--- src/rtl/mem_io_pkg.sv ---
// Shared definitions for the data-memory / memory-mapped-IO port.
// Holds the IO address map, the transaction FSM state encoding, the
// address-region enum and the round-robin pick used by mem_io_arbiter.
package mem_io_pkg;

  // addr[31:10] value of the IO page (0xFFFFFC00-0xFFFFFFFF)
  localparam logic [21:0] IO_BASE_HI = 22'h3FFFFF;
  // addr[7:4] offsets inside the IO page
  localparam logic [3:0]  LED_OFFS   = 4'h6;
  localparam logic [3:0]  SW_OFFS    = 4'h7;

  typedef enum logic [1:0] {
    IDLE   = 2'd0,
    ACCESS = 2'd1,
    RESP   = 2'd2
  } state_t;

  typedef enum logic [1:0] {
    REG_MEM = 2'd0,
    REG_LED = 2'd1,
    REG_SW  = 2'd2,
    REG_BAD = 2'd3
  } region_t;

  // Port to grant: a lone requester wins; on a tie the port that was not
  // granted last time wins. Result is meaningless when req == 0.
  function automatic logic rr_pick(input logic [1:0] req, input logic last_gnt);
    if (req == 2'b11) begin
      return ~last_gnt;
    end
    return req[1];
  endfunction

endpackage

--- src/rtl/mem_io_decode.sv ---
// Address decoder for the shared memory / IO port.
// Ports:
//   page   in  22  addr[31:10] of the access
//   offs   in  4   addr[7:4] of the access
//   region out     REG_MEM outside the IO page, otherwise REG_LED / REG_SW
//                  for the mapped offsets and REG_BAD for anything else
// addr[9:8] and addr[3:0] do not take part in IO decoding.
module mem_io_decode #(
  parameter logic [21:0] IO_BASE_HI = mem_io_pkg::IO_BASE_HI,
  parameter logic [3:0]  LED_OFFS   = mem_io_pkg::LED_OFFS,
  parameter logic [3:0]  SW_OFFS    = mem_io_pkg::SW_OFFS
) (
  input  logic [21:0]         page,
  input  logic [3:0]          offs,
  output mem_io_pkg::region_t region
);
  import mem_io_pkg::*;

  always_comb begin
    region = REG_MEM;
    if (page == IO_BASE_HI) begin
      if (offs == LED_OFFS) begin
        region = REG_LED;
      end else if (offs == SW_OFFS) begin
        region = REG_SW;
      end else begin
        region = REG_BAD;
      end
    end
  end

endmodule

--- src/rtl/mem_io_arbiter.sv ---
// Two-port arbiter in front of the data RAM and memory-mapped IO.
// Port 0 is the CPU data port, port 1 the UART program loader. Each
// transaction is IDLE (arbitrate + latch) -> ACCESS (one downstream strobe
// cycle) -> RESP (ack pulse, read data valid).
// Ports:
//   clock, reset_n           clock (rising edge), async active-low reset
//   req, we                  per-port request / write flag
//   addr0/1, wdata0/1        per-port byte address and write data
//   ack, err                 one-cycle completion pulse per port, unmapped-IO flag
//   rdata                    read data, valid in the ack cycle
//   mem_en/we/addr/wdata     RAM strobe and bus, mem_rdata 1-cycle latency
//   led_cs, sw_cs, io_we     IO chip selects and write strobe
//   io_wdata, io_rdata       IO write data, combinational switch read data
module mem_io_arbiter #(
  parameter int unsigned DATA_W     = 32,
  parameter logic [21:0] IO_BASE_HI = mem_io_pkg::IO_BASE_HI,
  parameter logic [3:0]  LED_OFFS   = mem_io_pkg::LED_OFFS,
  parameter logic [3:0]  SW_OFFS    = mem_io_pkg::SW_OFFS
) (
  input  logic              clock,
  input  logic              reset_n,
  input  logic [1:0]        req,
  input  logic [1:0]        we,
  input  logic [31:0]       addr0,
  input  logic [31:0]       addr1,
  input  logic [DATA_W-1:0] wdata0,
  input  logic [DATA_W-1:0] wdata1,
  output logic [1:0]        ack,
  output logic              err,
  output logic [DATA_W-1:0] rdata,
  output logic              mem_en,
  output logic              mem_we,
  output logic [31:0]       mem_addr,
  output logic [DATA_W-1:0] mem_wdata,
  input  logic [DATA_W-1:0] mem_rdata,
  output logic              led_cs,
  output logic              sw_cs,
  output logic              io_we,
  output logic [DATA_W-1:0] io_wdata,
  input  logic [DATA_W-1:0] io_rdata
);
  import mem_io_pkg::*;

  state_t            state, state_nxt;
  region_t           region;
  logic              win;
  logic              gnt;
  logic              last_gnt;
  logic              l_we;
  logic [31:0]       l_addr;
  logic [DATA_W-1:0] l_wdata;
  logic [DATA_W-1:0] rdata_q;
  logic              mem_read;

  assign win      = rr_pick(req, last_gnt);
  assign mem_read = !l_we && (region == REG_MEM);

  mem_io_decode #(
    .IO_BASE_HI (IO_BASE_HI),
    .LED_OFFS   (LED_OFFS),
    .SW_OFFS    (SW_OFFS)
  ) u_decode (
    .page   (l_addr[31:10]),
    .offs   (l_addr[7:4]),
    .region (region)
  );

  always_ff @(posedge clock or negedge reset_n) begin
    if (!reset_n) begin
      state <= IDLE;
    end else begin
      state <= state_nxt;
    end
  end

  // Request latch and read-data holding register.
  always_ff @(posedge clock or negedge reset_n) begin
    if (!reset_n) begin
      gnt      <= 1'b0;
      last_gnt <= 1'b1;
      l_we     <= 1'b0;
      l_addr   <= '0;
      l_wdata  <= '0;
      rdata_q  <= '0;
    end else begin
      unique case (state)
        IDLE: begin
          if (|req) begin
            gnt      <= win;
            last_gnt <= win;
            l_we     <= we[win];
            l_addr   <= win ? addr1 : addr0;
            l_wdata  <= win ? wdata1 : wdata0;
          end
        end
        ACCESS: begin
          rdata_q <= (!l_we && (region == REG_SW)) ? io_rdata : '0;
        end
        RESP: begin
          if (mem_read) begin
            rdata_q <= mem_rdata;
          end
        end
        default: ;
      endcase
    end
  end

  // The RAM's own output register supplies memory read data during RESP, so
  // rdata forwards mem_rdata in that cycle and rdata_q keeps it afterwards.
  always_comb begin
    state_nxt = state;
    ack       = '0;
    err       = 1'b0;
    rdata     = rdata_q;
    mem_en    = 1'b0;
    mem_we    = 1'b0;
    mem_addr  = '0;
    mem_wdata = '0;
    led_cs    = 1'b0;
    sw_cs     = 1'b0;
    io_we     = 1'b0;
    io_wdata  = '0;
    unique case (state)
      IDLE: begin
        if (|req) begin
          state_nxt = ACCESS;
        end
      end
      ACCESS: begin
        state_nxt = RESP;
        mem_addr  = l_addr;
        mem_wdata = l_wdata;
        io_wdata  = l_wdata;
        mem_en    = (region == REG_MEM);
        mem_we    = (region == REG_MEM) && l_we;
        led_cs    = (region == REG_LED);
        io_we     = (region == REG_LED) && l_we;
        sw_cs     = (region == REG_SW);
      end
      RESP: begin
        state_nxt = IDLE;
        ack[gnt]  = 1'b1;
        err       = (region == REG_BAD);
        if (mem_read) begin
          rdata = mem_rdata;
        end
      end
      default: begin
        state_nxt = IDLE;
      end
    endcase
  end

endmodule

--- config.mk ---
export PLATFORM = sky130hd
export DESIGN_NAME = mem_io_arbiter
export DESIGN_NICKNAME = d
export VERILOG_FILES = /design/src/rtl/mem_io_pkg.sv /design/src/rtl/mem_io_decode.sv /design/src/rtl/mem_io_arbiter.sv
export SDC_FILE = /design/constraint.sdc
export NUM_CORES = 1
export LEC_CHECK = 0
export CAP_MARGIN = 25
export CORE_ASPECT_RATIO = 0.7
export CORE_UTILIZATION = 29
export DETAILED_ROUTE_END_ITERATION = 10
export DONT_BUFFER_PORTS = 1
export HOLD_SLACK_MARGIN = 0.03
export SLEW_MARGIN = 20
export SYNTH_ARGS = -nofsm -noshare
export SYNTH_HDL_FRONTEND = slang
export SYNTH_SLANG_ARGS = --single-unit
--- constraint.sdc ---
create_clock -name clock -period 1.9 [get_ports clock]
set_clock_uncertainty 0.05 [all_clocks]
set_input_delay 0.285 -clock clock [delete_from_list [all_inputs] [get_ports clock]]
set_output_delay 0.285 -clock clock [all_outputs]
set_load 0.005 [all_outputs]
==> results of run 1 <==
[routing by layer]
metal	part of all wire (%)	vias to the layer above
met5	0	-
met4	1.5	0
met3	7.0	17
met2	48	258
met1	43	2217
li1	-	2118
[registers in the layout (all words and copies together) (netlist names)]
name	flops
l_addr	32
last_gnt	1
l_we	1
rdata_q	32
l_wdata	32
gnt	1
state	2
[report_power, final]
group	internal, mW	total [mW]	switching, mW
registers	3.15	3.83	0.682
logic	3.88	7.16	3.28
clock network	1.14	1.94	0.798
total	8.17	12.9	4.76
[layout by cell type (no fill, tap or decap), types with 2 or more instances in the layout]
| master | instances |
|---|---|
| buf_8 | 3 |
| o21ai_0 | 66 |
| a221o_1 | 31 |
| clkinvlp_4 | 2 |
| buf_4 | 38 |
| buf_6 | 14 |
| clkbuf_16 | 11 |
| dfrtp_1 | 99 |
| nor4_4 | 2 |
| buf_16 | 8 |
| nand4_1 | 9 |
| a21boi_0 | 2 |
| nand2_1 | 69 |
| mux2i_1 | 66 |
| and2_4 | 66 |
| buf_12 | 12 |
| ha_4 | 3 |
| and3_1 | 29 |
| bufinv_16 | 2 |
| nand4b_1 | 2 |
| and3_4 | 4 |
| nor2_1 | 3 |
| mux2_4 | 32 |
| dlygate4sd3_1 | 29 |
[repair_timing]
action,in CTS,in global routing
hold endpoints to repair,127,103
pin swaps,70,10
gates resized for setup,103,18
buffers inserted,20,11
endpoints found under the setup margin,156,166
gates cloned,11,3
hold buffers,27,2
[how the worst max path moves through the flow]
stage	startpoint	to	slack, ns	cells past startpoint
6_report	state[0]$_DFFE_PN0P_	rdata[29]	-0.37	6
5_1_grt	l_addr[14]$_DFFE_PN0P_	rdata[29]	-0.48	5
4_1_cts	l_addr[22]$_DFFE_PN0P_	rdata[29]	-0.42	5
3_5_place_dp	l_addr[29]$_DFFE_PN0P_	err	-0.17	6
3_3_place_gp	l_addr[29]$_DFFE_PN0P_	err	-0.16	6
2_1_floorplan	state[0]$_DFFE_PN0P_	rdata[10]	-0.05	6
[layout make-up]
| type | count | area [um2] |
|---|---|---|
| clock buffers | 10 | 229 |
| flip-flops and latches | 101 | 2530 |
| well taps | 270 | 338 |
| multi-input cells | 403 | 3250 |
| repair buffers | 106 | 1290 |
| diodes | 1 | 2.50 |
| fillers | 1899 | 12000 |
| clock inverters | 4 | 75.1 |
| inverters | 3 | 18.8 |
[stage by stage]
stage | util, % | power, mW | cell area [um2] | worst slack (ns)
after floorplan | - | 7.33 | 5990 | -0.0464
after global placement | 31.8 | 8.35 | 6270 | -0.160
after detailed placement | 31.8 | 8.54 | 6270 | -0.175
after CTS | 38.8 | 12.8 | 7650 | -0.420
after global routing | 39.2 | 13.8 | 7730 | -0.479
final | 39.2 | 12.9 | 7730 | -0.372
[kinds of logic after synthesis]
family,share of synthesized area [%]
muxes,17.5
and+or+nand+nor,18.0
AOI/OAI and AO/OA,12.4
DFF,43.3
adders and majority gates,0.858
buffers and inverters,7.89
==> impl_results.md, run 1 <==
- Setup TNS Final: -21.18 ns
- Worst Tran Pin Value: 0.423 ns
- Worst reg2reg setup slack: -0.23 ns
- R2r startpoint: state[1]$_DFFE_PN0P_
- Busiest grt layer: met2
- Leakage: 3.59 nW
- Path depth of the worst reg2reg path: 11
- Residual DRC count: 0
- Global route overflow: 0
- Max-slew violation count: 0
- Worst-path clk slew: 0.07 ns
- Fraction of registers with async set/reset: 100%
- GR met3 Demand/Resource: 4.16%
- Bufs and invs on worst path: 3
- Critical-path cell list: inv_2 > ha_4 > inv_4 > a211oi_4 > buf_12 > mux2_4
- CP Data Arrival Time: 1.94 ns
- Die H: 121 um
- Endpoint class of the critical path: output port
- Drt total wl: 19600 um
- Placed Cells: 817
- Peak supply drop: 538 uV
- Vias in the first global route: 4603
- Met2 usage: 30.7%
- Setup ws final: -0.372 ns
- Avg WL per Cell: 21.8 um
- Die W: 172 um
- CTS max path bufs: 2
- Initial Utilization: 29.6%
- Non-Filler Instances: 898
- Failing checks: hold timing, setup timing
- Worst skew pair latency: 0.34 ns
- RR Endpoint: rdata_q[29]$_DFFE_PN0P_
- F_max: 440 MHz
- Setup-failing EPs final: 163
- Total GRT Usage: 18.1%
- Synth Net Count: 785
- Via Count: 4610
- Share of Yosys cell area claimed by the top area cell type: 42.9%
- Gp weighted congestion: 0.794
- Root buf cell: clkbuf_16
- Top Ports: 334
- Pin count of the biggest net entering global routing: 102
- H-tree depth: 3
- Port bufs: 0
- Vias per cell: 5.13
- Register area share after synthesis: 43.3%
- Final hold violations: 101
- Row cnt: 43
- CP delay by family, top: buffers and inverters
- Status: finished with violations
- Synthesized instance count: 583
- YS warnings: 0
- Cts bufs inserted: 9
- Clock sink count: 101
- Hold Crit Class: in2async
- Die area: 20700 um2
- Final nets: 826
- Final HPWL DP: 12500 um
- Synth cell types: 34
- Layout area overhead: 32.5%
- Synth Cell Area: 5840 um2
- Ranking of synthesized cells by instance count: dfrtp_1, nand2_1, and2_1, mux2i_1, o21ai_0
- CTS tree: done
- CP max-delay cell: dfrtp_1
- Post-synthesis register bit count: 101
- CP max stage delay: 0.39 ns
- Critical Path RT: 1.56 ns
- Avg Cell Area, Syn: 10.0 um2
- EDFF count, synth: 0
- Cell taking the most area after synthesis: dfrtp_1
- Worst-path maximum fanout: 27
- Final ANT Viol Nets: 0
- Power per cell area: 1670 nW/um2
- 1st-pass router iterations: 4
- Met1 GRT Util: 22.7%
- Synth top area cells: dfrtp_1, mux2i_1, and2_1, mux2_2, o21ai_0
- WS Path Type: reg2out
- Slew headroom: 71.8%
- Final worst path period share: 120%
- Post-layout minimum cycle time: 2.27 ns
- Synth Flop Type: dfrtp_1
- Initial antenna violation count: 0
- Core Area: 19700 um2
- Most numerous cell in the Yosys netlist: dfrtp_1
- First-pass GRT wire length: 27300 um
- Share of cells above drive strength 1: 33.5%
- Startpoint Class: flip-flop
- Initial DRC count: 180
- RSZ-0062 raised after global routing: true
- Max Cap Viol: 0
- Worst hold slack: -0.424 ns
Note: power is estimated with default switching activity, not from simulation.
==> run 2: changes to the inputs <==
ABC_AREA = 1   (was default)
==> run 2 against run 1 <==
Net effect:
- design area increased by 7.3%
- the run still ends with hold timing, setup timing left
- die area is 17% higher
- combinational power increased by 37%
- wire length grew 21%
- via count grew 40%
- global-route usage grew 0.54 points
- sequential share of layout area decreased by 2.2 points
- first-iteration DRC count up 75%
- clock power grew 2%
- fmax increased by 6.1%
- sequential power grew 3%
==> impl_results.md, run 2 <==
- CTS tree: done (unchanged)
- Row cnt: 46 (was 43)
- Worst hold slack: -0.437 ns (was -0.424 ns)
- Max-slew violation count: 0 (unchanged)
- F_max: 467 MHz (was 440 MHz)
- 1st-pass router iterations: 5 (was 4)
- Fraction of registers with async set/reset: 100% (unchanged)
- Setup-failing EPs final: 36 (was 163)
- Via Count: 6442 (was 4610)
- Drt total wl: 23800 um (was 19600 um)
- Global route overflow: 0 (unchanged)
- H-tree depth: 3 (unchanged)
- Peak supply drop: 654 uV (was 538 uV)
- Status: finished with violations (unchanged)
- Final nets: 1198 (was 826)
- Commonest non-fill, non-tap cell in the layout: nand2_1 (was dfrtp_1)
- FILL cells: 2421 (was 1899)
- Synthesized instance count: 1003 (was 583)
- Avg WL per Cell: 18.1 um (was 21.8 um)
- Share of cells above drive strength 1: 27.5% (was 33.5%)
- Share of Yosys cell area claimed by the top area cell type: 36.7% (was 42.9%)
- Register area share after synthesis: 37.0% (was 43.3%)
- CTS max path bufs: 2 (unchanged)
- Leakage: 4.21 nW (was 3.59 nW)
- Worst reg2reg setup slack: 0.10 ns (was -0.23 ns)
- First-pass GRT wire length: 33500 um (was 27300 um)
- Root buf cell: clkbuf_16 (unchanged)
- Synth Net Count: 1205 (was 785)
- Most numerous cell in the Yosys netlist: nand2_1 (was dfrtp_1)
- Ranking of synthesized cells by instance count: nand2_1, inv_1, nor2_1, o21ai_0, dfrtp_1 (was dfrtp_1, nand2_1, and2_1, mux2i_1, o21ai_0)
- Worst-path maximum fanout: 9 (was 27)
- Cts bufs inserted: 9 (unchanged)
- Antenna Cells: 0 (was 1)
- Final HPWL DP: 15200 um (was 12500 um)
- Top Ports: 334 (unchanged)
- EDFF count, synth: 0 (unchanged)
- Layout area overhead: 21.6% (was 32.5%)
- Total GRT Usage: 18.6% (was 18.1%)
- # hold bufs at CTS: 1 (was 27)
- CP Data Arrival Time: 1.81 ns (was 1.94 ns)
- Endpoint class of the critical path: output port (unchanged)
- Initial Utilization: 29.9% (was 29.6%)
- YS warnings: 0 (unchanged)
- Max Cap Viol: 0 (unchanged)
- Initial antenna violation count: 0 (unchanged)
- Vias in the first global route: 5955 (was 4603)
- Commonest cells after routing, fill and taps aside: nand2_1, nor2_1, inv_1 (was dfrtp_1, nand2_1, and2_4, mux2i_1, o21ai_0)
- Final worst path period share: 113% (was 120%)
- RSZ-0062 raised after global routing: true (unchanged)
- Failing checks: hold timing, setup timing (unchanged)
- Residual DRC count: 0 (unchanged)
- WS Path Type: reg2out (unchanged)
- Gp weighted congestion: 0.788 (was 0.794)
- Synth top area cells: dfrtp_1, nand2_1, o21ai_0, inv_1, nor2_1 (was dfrtp_1, mux2i_1, and2_1, mux2_2, o21ai_0)
- Die W: 185 um (was 172 um)
- Worst-path clk slew: 0.07 ns (about the same)
- Post-layout minimum cycle time: 2.14 ns (was 2.27 ns)
- Cell taking the most area after synthesis: dfrtp_1 (unchanged)
- Total chip power: 15.7 mW (was 12.9 mW)
- Hold Crit Class: in2async (unchanged)
- Non-Filler Instances: 1313 (was 898)
- Pin count of the biggest net entering global routing: 102 (unchanged)
- Post-synthesis register bit count: 101 (unchanged)
- Synth Cell Area: 6830 um2 (was 5840 um2)
- Die H: 130 um (was 121 um)
- Core Area: 22800 um2 (was 19700 um2)
- Slew headroom: 74.5% (was 71.8%)
- Vias per cell: 4.91 (was 5.13)
- Power per cell area: 1890 nW/um2 (was 1670 nW/um2)
- Clock sink count: 101 (unchanged)
- Placed Cells: 1253 (was 817)
- Setup ws final: -0.241 ns (was -0.372 ns)
- Final ANT Viol Nets: 0 (unchanged)
- Port bufs: 0 (unchanged)
- Critical Path RT: 1.56 ns (about the same)
- Avg Cell Area, Syn: 6.81 um2 (was 10.0 um2)
- Regs by FF count: l_addr: 32 flops, l_wdata: 32 flops, rdata_q: 32 flops (unchanged)
- Final hold violations: 101 (unchanged)
- Synth cell types: 28 (was 34)
- Startpoint Class: flip-flop (unchanged)
- Die area: 24200 um2 (was 20700 um2)
- Worst skew pair latency: 0.36 ns (was 0.34 ns)
- Initial DRC count: 315 (was 180)
- Synth Flop Type: dfrtp_1 (unchanged)
- Worst Tran Pin Value: 0.383 ns (was 0.423 ns)
run 2: power by group:
part	internal [mW]	total, mW	switching [mW]
Clock	1.09	1.98	0.880
Combinational	3.99	9.78	5.79
Sequential	3.31	3.96	0.652
Total	8.40	15.7	7.32
run 2: stage by stage:
step | instance area, um2 | hold WS [ns] | worst slack [ns] | setup TNS [ns] | utilization, %
2_1_floorplan | 6830 | -0.0606 | 0.0956 | 0 | -
3_3_place_gp | 7060 | -0.0583 | 0.0616 | 0 | 30.9
3_5_place_dp | 7060 | -0.0580 | 0.0676 | 0 | 30.9
4_1_cts | 8160 | -0.458 | -0.260 | -7.04 | 35.7
5_1_grt | 8300 | -0.458 | -0.368 | -10.78 | 36.3
6_report | 8300 | -0.437 | -0.241 | -6.45 | 36.3
run 2: layout make-up:
| type | instances | area [um2] | share of cell area, % |
|---|---|---|---|
| multi-input combinational | 635 | 3390 | 40.9 |
| clock inverter | 5 | 58.8 | 0.709 |
| sequential | 101 | 2530 | 30.5 |
| clock buffer | 11 | 253 | 3.05 |
| tap | 312 | 390 | 4.70 |
| inverter | 174 | 668 | 8.05 |
| timing repair buffer | 75 | 1000 | 12.1 |
run 2: metal layers:
layer  GRT usage (%)  vias to the layer above  part of all wire, %
met5               0                        -                    0
met4            5.25                        0                  1.6
met3            5.02                       33                  7.2
met2            30.9                      288                   47
met1            23.8                     3086                   44
li1                -                     3035                    -
run 2: cell families (layout without fill, tap and decap cells):
family | Yosys count | in the layout | share of synthesized area [%]
adders and majority gates | 4 | 4 | 0.733
and+or+nand+nor | 435 | 435 | 28.4
AOI/OAI and AO/OA | 196 | 196 | 16.1
buffers and inverters | 267 | 265 | 17.8
DFF | 101 | 101 | 37.0
run 2: worst max-delay path: stages, from the launching register on:
cell,delay [ns]
dfrtp_1,0.39
nand2_1,0.09
nor2_2,0.15
and2_4,0.17
nand2_4,0.09
nand2_8,0.10
buf_12,0.12
buf_16,0.12
nand2_1,0.07
nand3_2,0.08
o21ai_2,0.07
run 2: path summary, 6_finish.rpt:
kind / startpoint / end / cells after the start
worst max register to register: state[0]$_DFFE_PN0P_ / l_addr[18]$_DFFE_PN0P_ / 10
worst max-delay path: l_addr[21]$_DFFE_PN0P_ / rdata[29] / 10
max in group asynchronous: reset_n / last_gnt$_DFFE_PN1P_ / 0
worst min-delay path: reset_n / l_wdata[2]$_DFFE_PN0P_ / 0
min in group clock: wdata1[25] / l_wdata[25]$_DFFE_PN0P_ / 2
worst min register to register: last_gnt$_DFFE_PN1P_ / last_gnt$_DFFE_PN1P_ / 2
run 2: repair_timing:
| item | CTS | global route |
|---|---|---|
| cloned | 8 | 3 |
| hold endpoints to repair | 102 | 101 |
| setup buffers | 26 | 10 |
| resized for setup | 146 | 40 |
| pin swaps | 9 | 10 |
| setup endpoints to repair | 125 | 213 |
